$ cat config.mk
export PLATFORM = sky130hd
export DESIGN_NAME = dcm_lock_supervisor
export DESIGN_NICKNAME = d
export VERILOG_FILES = /design/src/rtl/dcm_lock_supervisor_pkg.sv /design/src/rtl/dcm_lock_supervisor_sync2.sv /design/src/rtl/dcm_lock_supervisor.sv
export SDC_FILE = /design/constraint.sdc
export NUM_CORES = 1
export LEC_CHECK = 0
export CAP_MARGIN = 40
export CORE_MARGIN = 3
export CORE_UTILIZATION = 30
export CTS_BUF_LIST = sky130_fd_sc_hd__clkbuf_2 sky130_fd_sc_hd__clkbuf_4 sky130_fd_sc_hd__clkbuf_8
export DETAILED_ROUTE_END_ITERATION = 16
export GPL_TIMING_DRIVEN = 1
export PLACE_DENSITY = 0.58
export SLEW_MARGIN = 10
export SYNTH_ARGS = -nofsm -noshare
export SYNTH_HDL_FRONTEND = slang
export SYNTH_SLANG_ARGS = --single-unit
export TNS_END_PERCENT = 50
$ cat constraint.sdc
create_clock -name CLK -period 3.8 [get_ports CLK]
set_input_delay 1.14 -clock CLK [delete_from_list [all_inputs] [get_ports CLK]]
set_output_delay 1.14 -clock CLK [all_outputs]
set_load 0.02 [all_outputs]
$ cat src/rtl/dcm_lock_supervisor_pkg.sv
// Shared definitions for the DCM lock supervisor: DCM clock-synthesis
// constants, supervisor state encoding and constant helper functions.
package dcm_lock_supervisor_pkg;

  // DCM_SP clock synthesis settings used by the board clocking wrapper
  localparam int unsigned DCM_CLKFX_MULTIPLY = 2;
  localparam int unsigned DCM_CLKFX_DIVIDE   = 1;
  localparam int unsigned DCM_CLKDV_DIVIDE   = 2;

  // Supervisor state encoding
  localparam int unsigned STATE_W = 3;

  typedef enum logic [STATE_W-1:0] {
    ST_DCMRST    = 3'd0,
    ST_WAIT_LOCK = 3'd1,
    ST_STABLE    = 3'd2,
    ST_RUN       = 3'd3,
    ST_FAULT     = 3'd4
  } dcm_state_e;

  // Ceiling log2; clog2(0) and clog2(1) both return 0
  function automatic int unsigned clog2(input int unsigned value);
    int unsigned v;
    int unsigned r;
    r = 0;
    if (value > 1) begin
      v = value - 1;
      while (v > 0) begin
        r = r + 1;
        v = v >> 1;
      end
    end
    return r;
  endfunction

  // Larger of two constants
  function automatic int unsigned max2(input int unsigned a, input int unsigned b);
    return (a > b) ? a : b;
  endfunction

endpackage

$ cat src/rtl/dcm_lock_supervisor_sync2.sv
// Two-flop synchronizer with synchronous active-high reset to zero.
// Generic width so it can also carry the DRAM-domain lock crossing.
module dcm_lock_supervisor_sync2 #(
  parameter int unsigned WIDTH = 1
) (
  input  logic             clk,
  input  logic             rst,
  input  logic [WIDTH-1:0] d_in,
  output logic [WIDTH-1:0] q_out
);

  logic [WIDTH-1:0] meta_q;
  logic [WIDTH-1:0] meta_d;
  logic [WIDTH-1:0] sync_q;
  logic [WIDTH-1:0] sync_d;

  // Shift the asynchronous input through the two-stage chain
  always_comb begin
    meta_d = d_in;
    sync_d = meta_q;
  end

  // Synchronizer flops
  always_ff @(posedge clk) begin
    if (rst) begin
      meta_q <= '0;
      sync_q <= '0;
    end else begin
      meta_q <= meta_d;
      sync_q <= sync_d;
    end
  end

  assign q_out = sync_q;

endmodule

$ cat src/rtl/dcm_lock_supervisor.sv
// DCM_SP lock supervisor: pulses DCM RST at start-up and after lock loss,
// retries on lock timeout, latches FAULT after MAX_RETRY timeouts, and
// releases the active-low system reset once lock has been stable.
// Runs on the free-running input clock, never on a DCM output clock.
// Optional: define DCM_LOCK_LOSS_CNT_EN to build the LOSS_CNT register;
// otherwise LOSS_CNT is tied to zero.
module dcm_lock_supervisor
  import dcm_lock_supervisor_pkg::*;
#(
  parameter  int unsigned DCMRST_CYCLES = 4,
  parameter  int unsigned LOCK_TIMEOUT  = 65536,
  parameter  int unsigned STABLE_CYCLES = 1024,
  parameter  int unsigned MAX_RETRY     = 7,
  localparam int unsigned RETRY_W       = clog2(MAX_RETRY + 1)
) (
  input  logic               CLK,
  input  logic               RST,
  input  logic               LOCKED_IN,
  output logic               DCM_RST,
  output logic               RST_X_OUT,
  output logic [RETRY_W-1:0] RETRY_CNT,
  output logic               FAULT,
  output logic [7:0]         LOSS_CNT
);

  localparam int unsigned CNT_W = clog2(max2(LOCK_TIMEOUT, STABLE_CYCLES)) + 1;

  localparam logic [CNT_W-1:0]   DCMRST_LAST  = CNT_W'(DCMRST_CYCLES - 1);
  localparam logic [CNT_W-1:0]   TIMEOUT_LAST = CNT_W'(LOCK_TIMEOUT - 1);
  localparam logic [CNT_W-1:0]   STABLE_LAST  = CNT_W'(STABLE_CYCLES - 1);
  localparam logic [RETRY_W-1:0] RETRY_MAX    = RETRY_W'(MAX_RETRY);

  // Reject configurations the DCM or the retry logic cannot honour
  if (DCMRST_CYCLES < 3) begin : g_bad_dcmrst_cycles
    $error("dcm_lock_supervisor: DCMRST_CYCLES must be at least 3");
  end
  if (MAX_RETRY < 1) begin : g_bad_max_retry
    $error("dcm_lock_supervisor: MAX_RETRY must be at least 1");
  end
  if (LOCK_TIMEOUT < 1 || STABLE_CYCLES < 1) begin : g_bad_windows
    $error("dcm_lock_supervisor: LOCK_TIMEOUT and STABLE_CYCLES must be non-zero");
  end

  logic lk_s;

  dcm_state_e         state_q;
  dcm_state_e         state_d;
  logic [CNT_W-1:0]   cnt_q;
  logic [CNT_W-1:0]   cnt_d;
  logic [RETRY_W-1:0] retry_q;
  logic [RETRY_W-1:0] retry_d;
  logic               dcm_rst_q;
  logic               dcm_rst_d;
  logic               rst_x_q;
  logic               rst_x_d;
  logic               fault_q;
  logic               fault_d;

  // Bring raw LOCKED into the CLK domain; every decision uses lk_s
  dcm_lock_supervisor_sync2 #(
    .WIDTH (1)
  ) u_lock_sync (
    .clk   (CLK),
    .rst   (RST),
    .d_in  (LOCKED_IN),
    .q_out (lk_s)
  );

  // Next-state, counter, retry tracking and registered-output decode
  always_comb begin
    state_d   = state_q;
    cnt_d     = cnt_q;
    retry_d   = retry_q;
    dcm_rst_d = 1'b0;
    rst_x_d   = 1'b0;
    fault_d   = 1'b0;

    case (state_q)
      ST_DCMRST: begin
        if (cnt_q == DCMRST_LAST) begin
          state_d = ST_WAIT_LOCK;
        end else begin
          cnt_d = cnt_q + CNT_W'(1);
        end
      end

      // Lock beats timeout when both happen on the same cycle
      ST_WAIT_LOCK: begin
        if (lk_s) begin
          state_d = ST_STABLE;
        end else if (cnt_q == TIMEOUT_LAST) begin
          if (retry_q != RETRY_MAX) begin
            retry_d = retry_q + RETRY_W'(1);
          end
          state_d = (retry_d == RETRY_MAX) ? ST_FAULT : ST_DCMRST;
        end else begin
          cnt_d = cnt_q + CNT_W'(1);
        end
      end

      // A drop here is a glitch: re-wait without a DCM reset or retry count
      ST_STABLE: begin
        if (!lk_s) begin
          state_d = ST_WAIT_LOCK;
        end else if (cnt_q == STABLE_LAST) begin
          state_d = ST_RUN;
          retry_d = '0;
        end else begin
          cnt_d = cnt_q + CNT_W'(1);
        end
      end

      ST_RUN: begin
        if (!lk_s) begin
          state_d = ST_DCMRST;
        end
      end

      // Sticky until RST
      ST_FAULT: begin
        state_d = ST_FAULT;
      end

      default: begin
        state_d = ST_DCMRST;
      end
    endcase

    if (state_d != state_q) begin
      cnt_d = '0;
    end

    // Outputs follow the state being entered so they change on the same edge
    dcm_rst_d = (state_d == ST_DCMRST);
    rst_x_d   = (state_d == ST_RUN);
    fault_d   = (state_d == ST_FAULT);
  end

  // State, counter and output registers
  always_ff @(posedge CLK) begin
    if (RST) begin
      state_q   <= ST_DCMRST;
      cnt_q     <= '0;
      retry_q   <= '0;
      dcm_rst_q <= 1'b1;
      rst_x_q   <= 1'b0;
      fault_q   <= 1'b0;
    end else begin
      state_q   <= state_d;
      cnt_q     <= cnt_d;
      retry_q   <= retry_d;
      dcm_rst_q <= dcm_rst_d;
      rst_x_q   <= rst_x_d;
      fault_q   <= fault_d;
    end
  end

  assign DCM_RST   = dcm_rst_q;
  assign RST_X_OUT = rst_x_q;
  assign RETRY_CNT = retry_q;
  assign FAULT     = fault_q;

`ifdef DCM_LOCK_LOSS_CNT_EN
  logic [7:0] loss_cnt_q;
  logic [7:0] loss_cnt_d;

  // Count lock losses seen while running, saturating at 255
  always_comb begin
    loss_cnt_d = loss_cnt_q;
    if ((state_q == ST_RUN) && !lk_s && (loss_cnt_q != 8'hFF)) begin
      loss_cnt_d = loss_cnt_q + 8'd1;
    end
  end

  // Loss counter register
  always_ff @(posedge CLK) begin
    if (RST) begin
      loss_cnt_q <= '0;
    end else begin
      loss_cnt_q <= loss_cnt_d;
    end
  end

  assign LOSS_CNT = loss_cnt_q;
`else
  assign LOSS_CNT = 8'd0;
`endif

endmodule

[After elaboration in Yosys (flattened, before gate mapping)]
Index checks and enable logic that the tools add are counted.
Widths: inputs -> output; s select.
Word-level totals
  bits in registers: 28
  input port bits: 3
  output and inout bits: 14
  logic and storage cells: 59
Operators by class
  add/sub/neg operators: 2
  equality and inequality tests: 19
  mux-type cells: 23
  reductions and logical operators: 7
Operators by type and width (number)
  $mux 17: 5
  $pmux 17 s3: 1
  $mux 3: 15
  $add 17x1->17 const B: 1
  $eq 17x10->1 const B: 1
  $eq 17x16->1 const B: 1
  $eq 17x2->1 const B: 1
  $pmux 3 s5: 1
  $ne 2x2->1 const B: 6
  $eq 3x2->1 const B: 3
  $eq 3x3->1 const B: 3
  $logic_not 3->1: 2
  $pmux 3 s2: 1
  $reduce_and 6->1: 1
  $reduce_and 5->1: 1
  $add 3x1->3 const B: 1
  $eq 3x1->1 const B: 1
  $ne 3x3->1: 1
  $ne 3x3->1 const B: 1
  $reduce_bool 3->1: 1
  $ne 2x1->1 const B: 1
  $reduce_bool 2->1: 1
  $reduce_or 2->1: 1

[Logic depth before layout (Yosys ltp)]
  word-level depth: 12
  mapped depth: 12
  gate-level depth less buffers: 10

[By module]
From an unflattened synthesis, not the netlist that was laid out.
Unflattened totals
  cells, all modules: 194
  area total of the unflattened synthesis: 1707.9 um^2
Modules (own cells, without submodules)
  dcm_lock_supervisor: times used 1, cells each 190, area each 1655.3 um^2, sequential area each 520.5 um^2
  dcm_lock_supervisor_sync2: times used 1, cells each 4, area each 52.6 um^2, sequential area each 40.0 um^2

[Least setup slack after synthesis]
No wires, ideal clock.
  path kind: flip-flop to flip-flop
  start: reg cnt_q[1]
  end: reg cnt_q[5]
  setup time: 0.125 ns
  data arrival time: 2.406 ns
  required time: 3.675 ns
  slack: 1.269 ns
  stages on the path, launching flop included: 12
  buffers on the path: 2
  period minus slack after synthesis: 2.531 ns
  path through: dfxtp_1 > ha_1 > nand2_1 > or3_1 > buf_6 > nor3_1 > ha_1 > and4_1 > a211oi_1 > a32oi_2 > buf_6 > a21oi_1
On the way
  longest elaborated chain between the ends: 6
  elaborated cells between the ends (all ways): 22
  classes of those cells: 1 x add/sub; 7 x eq/ne; 12 x mux; 2 x reduce/logical
Ends and longest elaborated chain
  start: declaration: RTL line dcm_lock_supervisor.sv:48  | logic [CNT_W-1:0] cnt_q;
  start signal: assignment: RTL line dcm_lock_supervisor.sv:150  | cnt_q <= cnt_d;
  branches (longest 6 deep; another with $add 17x1->17)
Parallel ways; which one is timed is not known. The select of a mux whose other input is x is not followed.
A chain may end at the register's enable or synchronous reset.

[Final worst setup path]
  start: reg cnt_q[1]
  end: reg cnt_q[13]
Same word-level chain as after synthesis.

==> impl_metrics.ini <==
[place]
port_buffers = 8
hpwl_mm = 2.328
post_dp_cell_area_mm2 = 0.001650
gp_congestion = 0.8179
dpl.cell_count = 253

[layout]
final_cell_area_mm2 = 0.001692
drive_gt1_frac = 0.07407
nFillCells = 532
syn2layout_area_growth_pct = 8.594
fin_cells = 256
antennaDiodeCount = 0
multiInputGateArea_um2 = 873.3
register_area_um2 = 560.5
final_nets = 198

[die]
core_area_mm2 = 0.004880
io_pins = 17
die_w_um = 78.06
dieArea_mm2 = 0.006093
fp.dieH_um = 78.06
initial_core_util = 0.3192
row_count = 25

[clock_network]
cts_sinks = 28
clockBufferDepth = 2
cts_tree = built
clock_latency_ns = 0.27
hold_buffers = 0
post_cts.repair.setup_buffers = 0
post_cts_resized = 0
cts_htree_levels = 1
numCtsBuffers = 3
cts-root-buf = clkbuf_8
clk_pin_slew_ns = 0.09

[synth]
synth.distinct_cells = 45
async_flop_share = 0
synthFlopType = dfxtp_1
yosys.area.top_type = dfxtp_1
ys_seq_elements = 28
syn_avg_cell_area_um2 = 8.512
synth_area_mm2 = 0.001558
ys_warn_count = 0
yosys-top-cells-area = dfxtp_1 36%, a21oi_1 4.5%, buf_4 4.3%
synth_top_area_share = 0.3598
synth-edff-count = 0
synthCells = 183
ys_seq_area_frac = 0.3598

[drt]
drtIter0Drc = 120
firstDrtPassIters = 4
postRouteWirelength_mm = 3.107
avgRoutedWirePerCell_um = 12.14
num_vias = 1319
vias_per_cell = 5.152
post-route-drc-count = 0
ant_nets = 0

[global_routing]
antenna_found_initial = 0
grt_pass1_wl_mm = 5.575
grt_pass1_vias = 1263
gr-total-overflow = 0
grt_max_degree = 15
grt_use_total = 0.1108

[power]
max-vdd-ir-drop_v = 0.0002490
powerDensity_mw_per_mm2 = 349.2
total_power_uw = 590.7
p_leak_uw = 0.0005516

[critical_path]
crit_buf_inv = 1
cp_cell_sequence = ha_1 -> nand2_1 -> or3_1 -> nor3_1 -> ha_1 -> and4_1 -> a211oi_1 -> a32oi_2 -> buf_4 -> a21oi_1
worstPathRequired_ns = 3.96
cp.arrival_ns = 3.17
slowest_stage = or3_1
critical_path.top_delay_family = simple AND/OR/NAND/NOR gates
critPathKind = register to register
crit_cells = 10
cpPeakStageDelay_ns = 0.49
crit_path_max_fanout = 9
cp_common_cell = ha_1
reg2reg_depth = 10
end_kind = register
worst_setup_path_start_kind = register

[timing]
slew_headroom = 0.6509
finClkSkew_ns = 0.006771
fin_crit_ns = 3.006
final-hold-violation-count = 0
worst_pin_slew_ns = 0.5236
fin_hold_ws_ns = 0.4402
slew_violations = 0
max_clock_freq_mhz = 332.7
finalCritPeriodShare = 0.7910
fin_setup_tns_ns = 0
rsz0062_at_grt = false
finalSetupViolations = 0

[worst_hold_path]
min_path_cells = 1
hold_class = register to register

[run_status]
status = complete, no violations

[job]
maxCapViolCount = 0
==> registers in the layout (all words and copies together) (netlist names) <==
signal / cells
u_lock_sync.q_out: 1
u_lock_sync.meta_q: 1
FAULT: 1
DCM_RST: 1
state_q: 3
cnt_q: 17
RETRY_CNT: 3
RST_X_OUT: 1
==> through the flow <==
step / worst slack (ns) / utilization
floorplan: 1.269 / -
global placement: 0.8488 / 0.3382
detailed placement: 0.7856 / 0.3382
CTS: 0.7731 / 0.3467
global route: 0.5240 / 0.3467
finish: 0.7941 / 0.3467
==> final timing paths <==
kind	from	to	slack, ns
max reg2reg	cnt_q[1]	cnt_q[13]	0.79
max	cnt_q[1]	cnt_q[13]	0.79
min reg2reg	u_lock_sync.meta_q	u_lock_sync.q_out	0.44
min	u_lock_sync.meta_q	u_lock_sync.q_out	0.44
==> power by group <==
group          internal [µW]  total (µW)  switching, µW
Clock                   71.2         157           85.9
Sequential               311         329           18.1
Combinational           42.1         105           62.8
==> area by class of cell <==
cell class	count	area share
Inverter	12	0.02663
Clock buffer	3	0.02441
Sequential cell	28	0.3314
Multi-Input combinational cell	137	0.5163
Timing Repair Buffer	9	0.05178
Tap cell	67	0.04956
==> cell usage in the layout (no fill, tap or decap), types with 2 or more instances in the layout <==
cell	synthesis	final
a21oi_1	14	14
a32oi_1	2	2
and2_1	3	3
and3_1	3	3
clkbuf_8	0	3
clkdlybuf4s50_1	0	8
conb_1	1	8
dfxtp_1	28	28
ha_1	4	4
inv_1	12	12
nand2_1	9	9
nand3_1	10	10
nand4_1	3	3
nor2_1	12	12
nor2b_1	4	4
nor3_1	6	6
nor4_1	4	4
o2111ai_1	2	2
o211ai_1	3	3
o21ai_0	6	6
o21ai_1	3	3
o31ai_1	3	3
or2_2	3	3
or3_1	6	6
or4_1	4	4
xnor2_1	4	4
xor2_1	4	4
==> per-layer routing <==
| metal | share of wire | global-route usage | vias to the layer above | wire length [µm] |
|---|---|---|---|---|
| li1 | - | - | 670 | - |
| met1 | 0.51 | 0.1465 | 624 | 1570 |
| met2 | 0.44 | 0.1755 | 21 | 1377 |
| met3 | 0.038 | 0.03326 | 4 | 117 |
| met4 | 0.014 | 0.02972 | 0 | 42 |
| met5 | 0 | 0 | - | 0 |
==> synth_stat cells, types with 2 or more instances <==
master     count
buf_6          3
dfxtp_1       28
inv_1         12
or4_1          4
a21oi_1       14
ha_1           4
o31ai_1        3
or2_2          3
a32oi_1        2
xor2_1         4
nor4_1         4
o21ai_0        6
nor3_1         6
nor2b_1        4
o211ai_1       3
xnor2_1        4
nand3_1       10
and3_1         3
buf_4          9
nand4_1        3
nand2_1        9
o2111ai_1      2
or3_1          6
o21ai_1        3
nor2_1        12
and2_1         3
==> worst register-to-register path, delay by kind of cell, from the launching register on <==
family | cells | cell delay (ns)
buffers and inverters | 1 | 0.27
AND/OR/NAND/NOR | 4 | 1.19
flip-flops | 1 | 0.39
adder cells (fa/ha/maj) | 2 | 0.43
AO/OA/AOI/OAI | 3 | 0.62
==> logic make-up after synthesis <==
group / share of synthesized area
AOI/OAI and AO/OA: 0.1984
xor gates and xnor gates: 0.04498
adders and majority gates: 0.03213
buffers and inverters: 0.09638
DFF: 0.3598
other: 0.002407
and+or+nand+nor: 0.2659
Note: power is estimated with default switching activity, not from simulation.
